<file path="src/rtl/sc_datamem_io_param.sv">
// sc_datamem_io_param: word RAM with memory-mapped output/input ports; the
// optional macro DMEM_IN_CHANGE_EN adds sticky input-change flags and the status word.
module sc_datamem_io_param #(
    parameter int DEPTH   = 32,
    parameter int IO_BIT  = 7,
    parameter int NUM_OUT = 2,
    parameter int NUM_IN  = 2
) (
    input  logic                  clock,
    input  logic                  reset,
    input  logic [31:0]           addr,
    input  logic [31:0]           datain,
    input  logic                  we,
    input  logic [3:0]            be,
    input  logic                  re,
    output logic [31:0]           dataout,
    output logic                  rvalid,
    output logic [32*NUM_OUT-1:0] out_ports,
    input  logic [32*NUM_IN-1:0]  in_ports,
    output logic [NUM_IN-1:0]     in_changed
);
    localparam int AW = $clog2(DEPTH);

    logic [31:0]              mem [DEPTH];
    logic [NUM_OUT-1:0][31:0] out_regs;
    logic [NUM_IN-1:0][31:0]  sync1, sync2;
    logic                     io;
    logic [4:0]               w;
    logic [AW-1:0]            idx;
    logic [31:0]              wmask, status, rd_io;

    assign io        = addr[IO_BIT];
    assign w         = addr[6:2];
    assign idx       = addr[AW+1:2];
    assign wmask     = {{8{be[3]}}, {8{be[2]}}, {8{be[1]}}, {8{be[0]}}};
    assign out_ports = out_regs;

    always_comb begin
        rd_io = '0;
        for (int k = 0; k < NUM_OUT; k++)
            rd_io = (w == 5'(k)) ? out_regs[k] : rd_io;
        for (int j = 0; j < NUM_IN; j++)
            rd_io = (w == 5'(16 + j)) ? sync2[j] : rd_io;
        rd_io = (w == 5'd31) ? status : rd_io;
    end

    // RAM is never reset, but a write coinciding with reset is still dropped
    always_ff @(posedge clock)
        if (!reset && we && !io)
            mem[idx] <= (mem[idx] & ~wmask) | (datain & wmask);

    always_ff @(posedge clock) begin
        if (reset) begin
            out_regs <= '0;
            sync1    <= '0;
            sync2    <= '0;
            dataout  <= '0;
            rvalid   <= 1'b0;
        end else begin
            sync1  <= in_ports;
            sync2  <= sync1;
            rvalid <= re;
            if (re)
                dataout <= io ? rd_io : mem[idx];
            for (int k = 0; k < NUM_OUT; k++)
                if (we && io && w == 5'(k))
                    out_regs[k] <= (out_regs[k] & ~wmask) | (datain & wmask);
        end
    end

`ifdef DMEM_IN_CHANGE_EN
    logic [NUM_IN-1:0][31:0] prev;
    logic [NUM_IN-1:0]       flags, set;

    always_comb begin
        set = '0;
        for (int j = 0; j < NUM_IN; j++)
            set[j] = sync2[j] != prev[j];
    end

    // a status read clears the flags, but a change on the same edge still sets
    always_ff @(posedge clock) begin
        if (reset) begin
            prev  <= '0;
            flags <= '0;
        end else begin
            prev  <= sync2;
            flags <= ((re && io && w == 5'd31) ? '0 : flags) | set;
        end
    end

    assign in_changed = flags;
    assign status     = 32'(flags);
`else
    assign in_changed = '0;
    assign status     = '0;
`endif
endmodule
</file>
<file path="config.mk">
export PLATFORM = sky130hd
export DESIGN_NAME = sc_datamem_io_param
export DESIGN_NICKNAME = d
export VERILOG_FILES = /design/src/rtl/sc_datamem_io_param.sv
export SDC_FILE = /design/constraint.sdc
export NUM_CORES = 1
export LEC_CHECK = 0
export BUFFER_PORTS_ARGS = -buffer_cell sky130_fd_sc_hd__buf_2
export CORE_AREA = 5 5 239 415
export DETAILED_ROUTE_END_ITERATION = 8
export DIE_AREA = 0 0 244 420
export PLACE_DENSITY = 0.75
export SLEW_MARGIN = 15
export SYNTH_ARGS = -nofsm -noshare
export SYNTH_HDL_FRONTEND = slang
export SYNTH_SLANG_ARGS = --single-unit
</file>
<file path="constraint.sdc">
create_clock -name clock -period 9 [get_ports clock]
set_clock_uncertainty 0.05 [all_clocks]
set_input_delay 0.9 -clock clock [delete_from_list [all_inputs] [get_ports clock]]
set_output_delay 0.9 -clock clock [all_outputs]
set_load 0.01 [all_outputs]
</file>
== Word level (Yosys, flattened, before mapping) ==
Memories as Yosys holds them, arrays and structs flattened.
Cells that the tools add are included.

* Add/sub/neg operators: 0
* Multiply operators: 0
* Div/mod/pow operators: 0
* Order comparisons: 0
* Equality and inequality tests: 4
* Shift-type cells: 0
* Mux-type cells: 8
* Bitwise logic cells: 8
* Reduce and logical (&&, ||, !) cells: 8

{| class="wikitable"
|+ Operators by type and width
! kind !! number
|-
| 32-bit 2-to-1 mux || 6
|-
| 32-bit bitwise AND || 4
|-
| 32-bit bitwise OR || 3
|-
| 32-bit NOT || 1
|-
| 5-bit == test, second input constant || 3
|-
| 5-bit by 1-bit == test with 1-bit output, second input constant || 1
|-
| 1-bit logical AND || 5
|-
| 5-bit zero test || 1
|-
| 1-bit zero test || 2
|-
| 1-bit 2-to-1 mux || 2
|}

* Flip-flop bits (word level): 225
* Latch bits: 0
* Memory bits (writable): 1,024
* ROM bits: 0
* Input port bits: 136
* Logic and storage cells: 37
* Memories: 1

{| class="wikitable"
|+ Memory list
! memory !! words !! width !! rd ports !! clocked after memory_dff !! write ports !! line !! RTL
|-
| mem || 32 || 32 || 1 || 0 || 1 || 24 || <nowiki>logic [31:0] mem [DEPTH];</nowiki>
|}

== Logic depth before layout (Yosys ltp) ==
* Depth in word-level cells: 7
* Mapped depth: 9
* Mapped depth without buffers: 5

== Least setup slack after synthesis ==
OpenSTA, ideal clock, no wires.

* Path type: input -> register
* Start point: input addr[3]
* End point: memory mem[22][0] (enable)
* Arrival time: 4,199 ps
* Data required time: 8,489 ps
* Slack: 4,290 ps
* Stages on the path: 7
* Cells stage by stage: clkbuf_1 -> buf_2 -> buf_2 -> buf_2 -> and3b_1 -> nand2_1 -> nor3_1

{| class="wikitable"
|+ RTL lines
! element !! line !! RTL
|-
| start, declared || 11 || <nowiki>input logic [31:0] addr,</nowiki>
|-
| end, declared || 24 ||
|}

Straight into the memory's write port.

== Worst setup path after layout ==
* Start point: input addr[2]
* End point: memory mem[15][12] (data pin)

* Cells in the longest elaborated chain, start to end: 3

{| class="wikitable"
|+ Ends and longest elaborated chain
! element !! line !! RTL
|-
| memory 32 x 32 bit || n/a ||
|-
| 32-bit bitwise AND || 50 || <nowiki>mem[idx] <= (mem[idx] & ~wmask) | (datain & wmask);</nowiki>
|-
| 32-bit bitwise OR || 50 ||
|}

No other way between the ends.

==> flow_results.org <==
** Clock network
- Count of buffers added by post-CTS timing repair for setup :: 0
- The root buffer cell chosen for the clock tree is sky130_fd_sc_hd__clkbuf_16.
- The number of clock buffers added by TritonCTS is just under 100.
- Number of hold buffers added after CTS :: 0
- Clock Latency Late Sink :: between 600 and 700 ps
- TritonCTS built the clock tree.
- Number of H-tree levels :: 3
- Clock-pin slew was measured on the worst setup and hold paths at 70 ps.
- Number of clock sinks seen by CTS :: between 1000 and 1500
- Resized cells post-CTS :: 0
- Maximum clock insertion buffer count :: 3

** Synthesis
- After Yosys synthesis, and, or, nand and nor cells account for 4.97% of the synthesized area.
- Cell area after technology mapping :: about 47000 µm²
- Of the total synthesized cell area, the portion taken by full adders, half adders and majority gates is 0%.
- Flip-flop and latch count after synthesis :: 1249
- Multiplexer cells account for 12.3% of the synthesized area.
- Summing the areas of all compound-gate instances in the mapped netlist gives between 5 and 6% of the synthesized area.
- The synthesized netlist devotes 0% of its cell area to XOR and XNOR gates.
- Top area cells in the synthesized netlist :: sky130_fd_sc_hd__edfxtp_1 65%, sky130_fd_sc_hd__mux2i_1 12%, sky130_fd_sc_hd__dfxtp_1 9.6%
- Sequential cell area fraction in the yosys report :: 74.8%
- By area, the combinational part of the netlist is dominated by multiplexers.
- The top cell type by area accounts for between 60% and 70% of the synthesized area.
- Post-synthesis cell type count :: 40
- Number of warnings reported in the yosys synthesis log :: 0
- Synthesized area divided by synthesized cell count :: 16.4 µm²
- Cell taking the most area after synthesis :: sky130_fd_sc_hd__edfxtp_1
- Gate count after technology mapping :: roughly 2900

** Placement
- In this run the cell area measured after placement is 49700 µm².
- Prior to clock tree synthesis, the placed netlist has a worst setup slack of 4370 ps.
- Detailed placement ended at an HPWL of between 60000 and 70000 µm.
- Number of buffer cells added on primary ports :: between 200 and 250
- RD Place Congestion :: about 0.81

** Timing
- Final setup vio count :: 0
- Highest clock rate :: between 0.2 and 0.25 GHz
- At the pin with the least slew margin, the transition time is roughly 1200 ps.
- The number of max-slew violations in the final report came to 0.
- In the finished design, the share of the clock period the worst path needs comes to 45.2%.
- Counting I/O delays and the setup requirement, the final critical path takes about 4100 ps.
- Total Negative Setup Slacks :: 0 ps
- Unrepaired setup endpoints after global routing :: false
- Worst Setup Slack, final :: 4930 ps
- Measured against its own limit, the worst slew margin works out to 21.2%.
- Number of hold-slack violations in the final timing report :: 0

** Setup path
- Number of buffers and inverters on the critical path :: 3
- For this design, the slowest cell found on the critical path is sky130_fd_sc_hd__nand4b_1.
- For this run, the slowest stage of the critical path takes between 1000 and 1500 ps.
- Endpoint type of the worst setup path :: flop
- Crit Path Class :: in2reg
- The signal on the critical path passes through buf_2 > buf_4 > nand4b_1 > buf_4 > o22ai_1 > nor4_1 > nand2_1 > mux2_2.
- Critical path peak fanout :: 52
- Most used cell, CP :: sky130_fd_sc_hd__buf_4
- The cell family contributing the most delay on the critical path is simple AND/OR/NAND/NOR gates.
- Required arrival time at the worst endpoint :: 9350 ps
- STA puts the critical path data arrival time at around 4400 ps.
- Nature of the critical path startpoint :: input port

** Drt
- After detailed routing, the total wire length is ~130000 µm.
- After detailed routing, the average wire length per cell comes to approximately 29 µm.
- Total via count after detailed routing :: around 27000
- Dividing the detail-routed via count by the number of cells gives between 6 and 7.
- DR pass1 iterations :: 5
- Initial drt markers :: between 3000 and 4000
- After detailed routing, the number of remaining DRC violations is 0.
- In this run the remaining antenna-violating nets after routing total 0.

** Layout
- In the final layout, the share of cells above drive strength 1 is between 10% and 20%.
- With fillers left out, the area of the finished cells amounts to about 53000 µm².
- The net count of the finished layout is approximately 3200.
- The area growth from synthesis to layout is 12.2%.

** Min path
- The worst hold path belongs to the class reg2reg.

** Die
- Area of the die :: 102000 µm²
- Std-Cell Core Area :: 95300 µm²
- The die is approximately 420 µm tall.
- Once the floorplan was initialized, standard cells occupied 49.4% of the core.
- about 240 I/O pins were placed.
- Measured along the x axis, the die boundary spans 244 µm.
- Total number of placement rows :: 150

** Global routing
- The initial antenna violation count is 10.
- The total overflow left after global routing is 0.
- All-layer global routing usage :: about 24%
- Number of global-route vias before repair :: around 26000
- The first global-routing pass estimated between 150000 and 200000 µm of wire.
- Entering global routing, the biggest net connects between 100 and 150 pins.

** Power and ir drop
- IR Drop Worst-Case VDD :: about 0.15 mV
- Leakage power total :: 18.9 nW
- Areal power density over the cells :: between 200 and 250 nW/µm²

** Status
- Outcome :: finished, final reports clean

** Run
- Max cap viols :: 0
## worst reg2reg max path, delay by kind of cell (launching register included)
kind | cells | cell delay (ps)
and+or+nand+nor | 2 | 1000
muxes | 2 | 740
DFF | 1 | 380
AOI/OAI and AO/OA | 1 | 120
## cells in the mapped netlist (all sizes together)
| master | instances |
|---|---|
| and3b | 1 |
| inv | 2 |
| and2 | 5 |
| o22ai | 256 |
| clkbuf | 93 |
| a221o | 32 |
| a21o | 32 |
| nand2b | 1 |
| nor4 | 66 |
| a222oi | 32 |
| or4 | 1 |
| nor3b | 2 |
| or3b | 2 |
| nand2 | 74 |
| dfxtp | 225 |
| nand3b | 2 |
| edfxtp | 1024 |
| mux2 | 32 |
| nor3 | 5 |
| nand4b | 4 |
| or4bb | 1 |
| nand4bb | 5 |
| conb | 1 |
| or4b | 4 |
| nor2 | 98 |
| a21oi | 32 |
| o21ai | 32 |
| nor2b | 129 |
| or3 | 2 |
| buf | 101 |
| mux2i | 544 |
| nand4 | 1 |
| nand3 | 33 |
## where the power goes
group / internal, mW / total, mW / switching (mW)
Combinational: 0.179 / 0.603 / 0.424
Clock: 2.40 / 4.35 / 1.95
Sequential: 6.40 / 6.41 / 0.0148
## cell usage in the layout, fill, tap and decap left out, types with 33 or more instances in the layout
master                      synthesis  final
sky130_fd_sc_hd__nor4_1            65     65
sky130_fd_sc_hd__nor2_1            98     68
sky130_fd_sc_hd__buf_4              6     65
sky130_fd_sc_hd__clkbuf_16          0     98
sky130_fd_sc_hd__o22ai_1          256    256
sky130_fd_sc_hd__nor2b_1          129    129
sky130_fd_sc_hd__nand3_1           33     33
sky130_fd_sc_hd__edfxtp_1        1024   1024
sky130_fd_sc_hd__nand2_1           74     74
sky130_fd_sc_hd__dfxtp_1          225    225
sky130_fd_sc_hd__mux2i_1          544    544
sky130_fd_sc_hd__buf_2             81    204
## state kept, by name, indices dropped and copies added, names as in the netlist, named ones only
signal   cells
dataout     32
mem       1024
sync2       64
rvalid       1
sync1       64
## final timing paths
path | start | to | slack (ps) | cells past startpoint
setup / recovery | addr[2] | mem[15][12] | 4930 | 8
hold / removal | sync1[55] | sync2[55] | 390 | 1
setup reg to reg | mem[6][2] | mem[31][2] | 6360 | 5
hold reg to reg | sync1[55] | sync2[55] | 390 | 1
## final cells by class
type                    instances  area [µm²]
clock inverters                64         686
well taps                    1216        1520
clock buffers                 110        2500
multi-input cells            1430       11300
repair buffers                274        1600
fillers                      7217       42500
flip-flops and latches       1249       35300
diodes                          8        20.0
inverters                       2        7.51
## per-stage QoR
stage	total power, mW	util [%]	hold WS (ps)	instances
floorplan	6.92	-	364	2875
global placement	7.12	52.1	368	4171
detailed placement	7.13	52.1	372	4171
CTS	11.4	55.4	347	4345
global route	11.7	55.4	382	4353
finish	11.4	55.4	387	4353
## kinds of logic after synthesis
group,after synthesis
simple gates,436
flops,1249
buf+inv,196
compound gates,416
mux,576
other cells,1
## metal layers
metal / wire length [µm] / up-vias / track usage [%]
met1: 44200 / 13738 / 30.8
met4: 6340 / 0 / 10.6
met2: 61900 / 1696 / 40.6
met5: 0 / - / 0
li1: - / 11589 / -
met3: 14100 / 352 / 4.35
No activity file was read; power rests on OpenSTA's default activity.
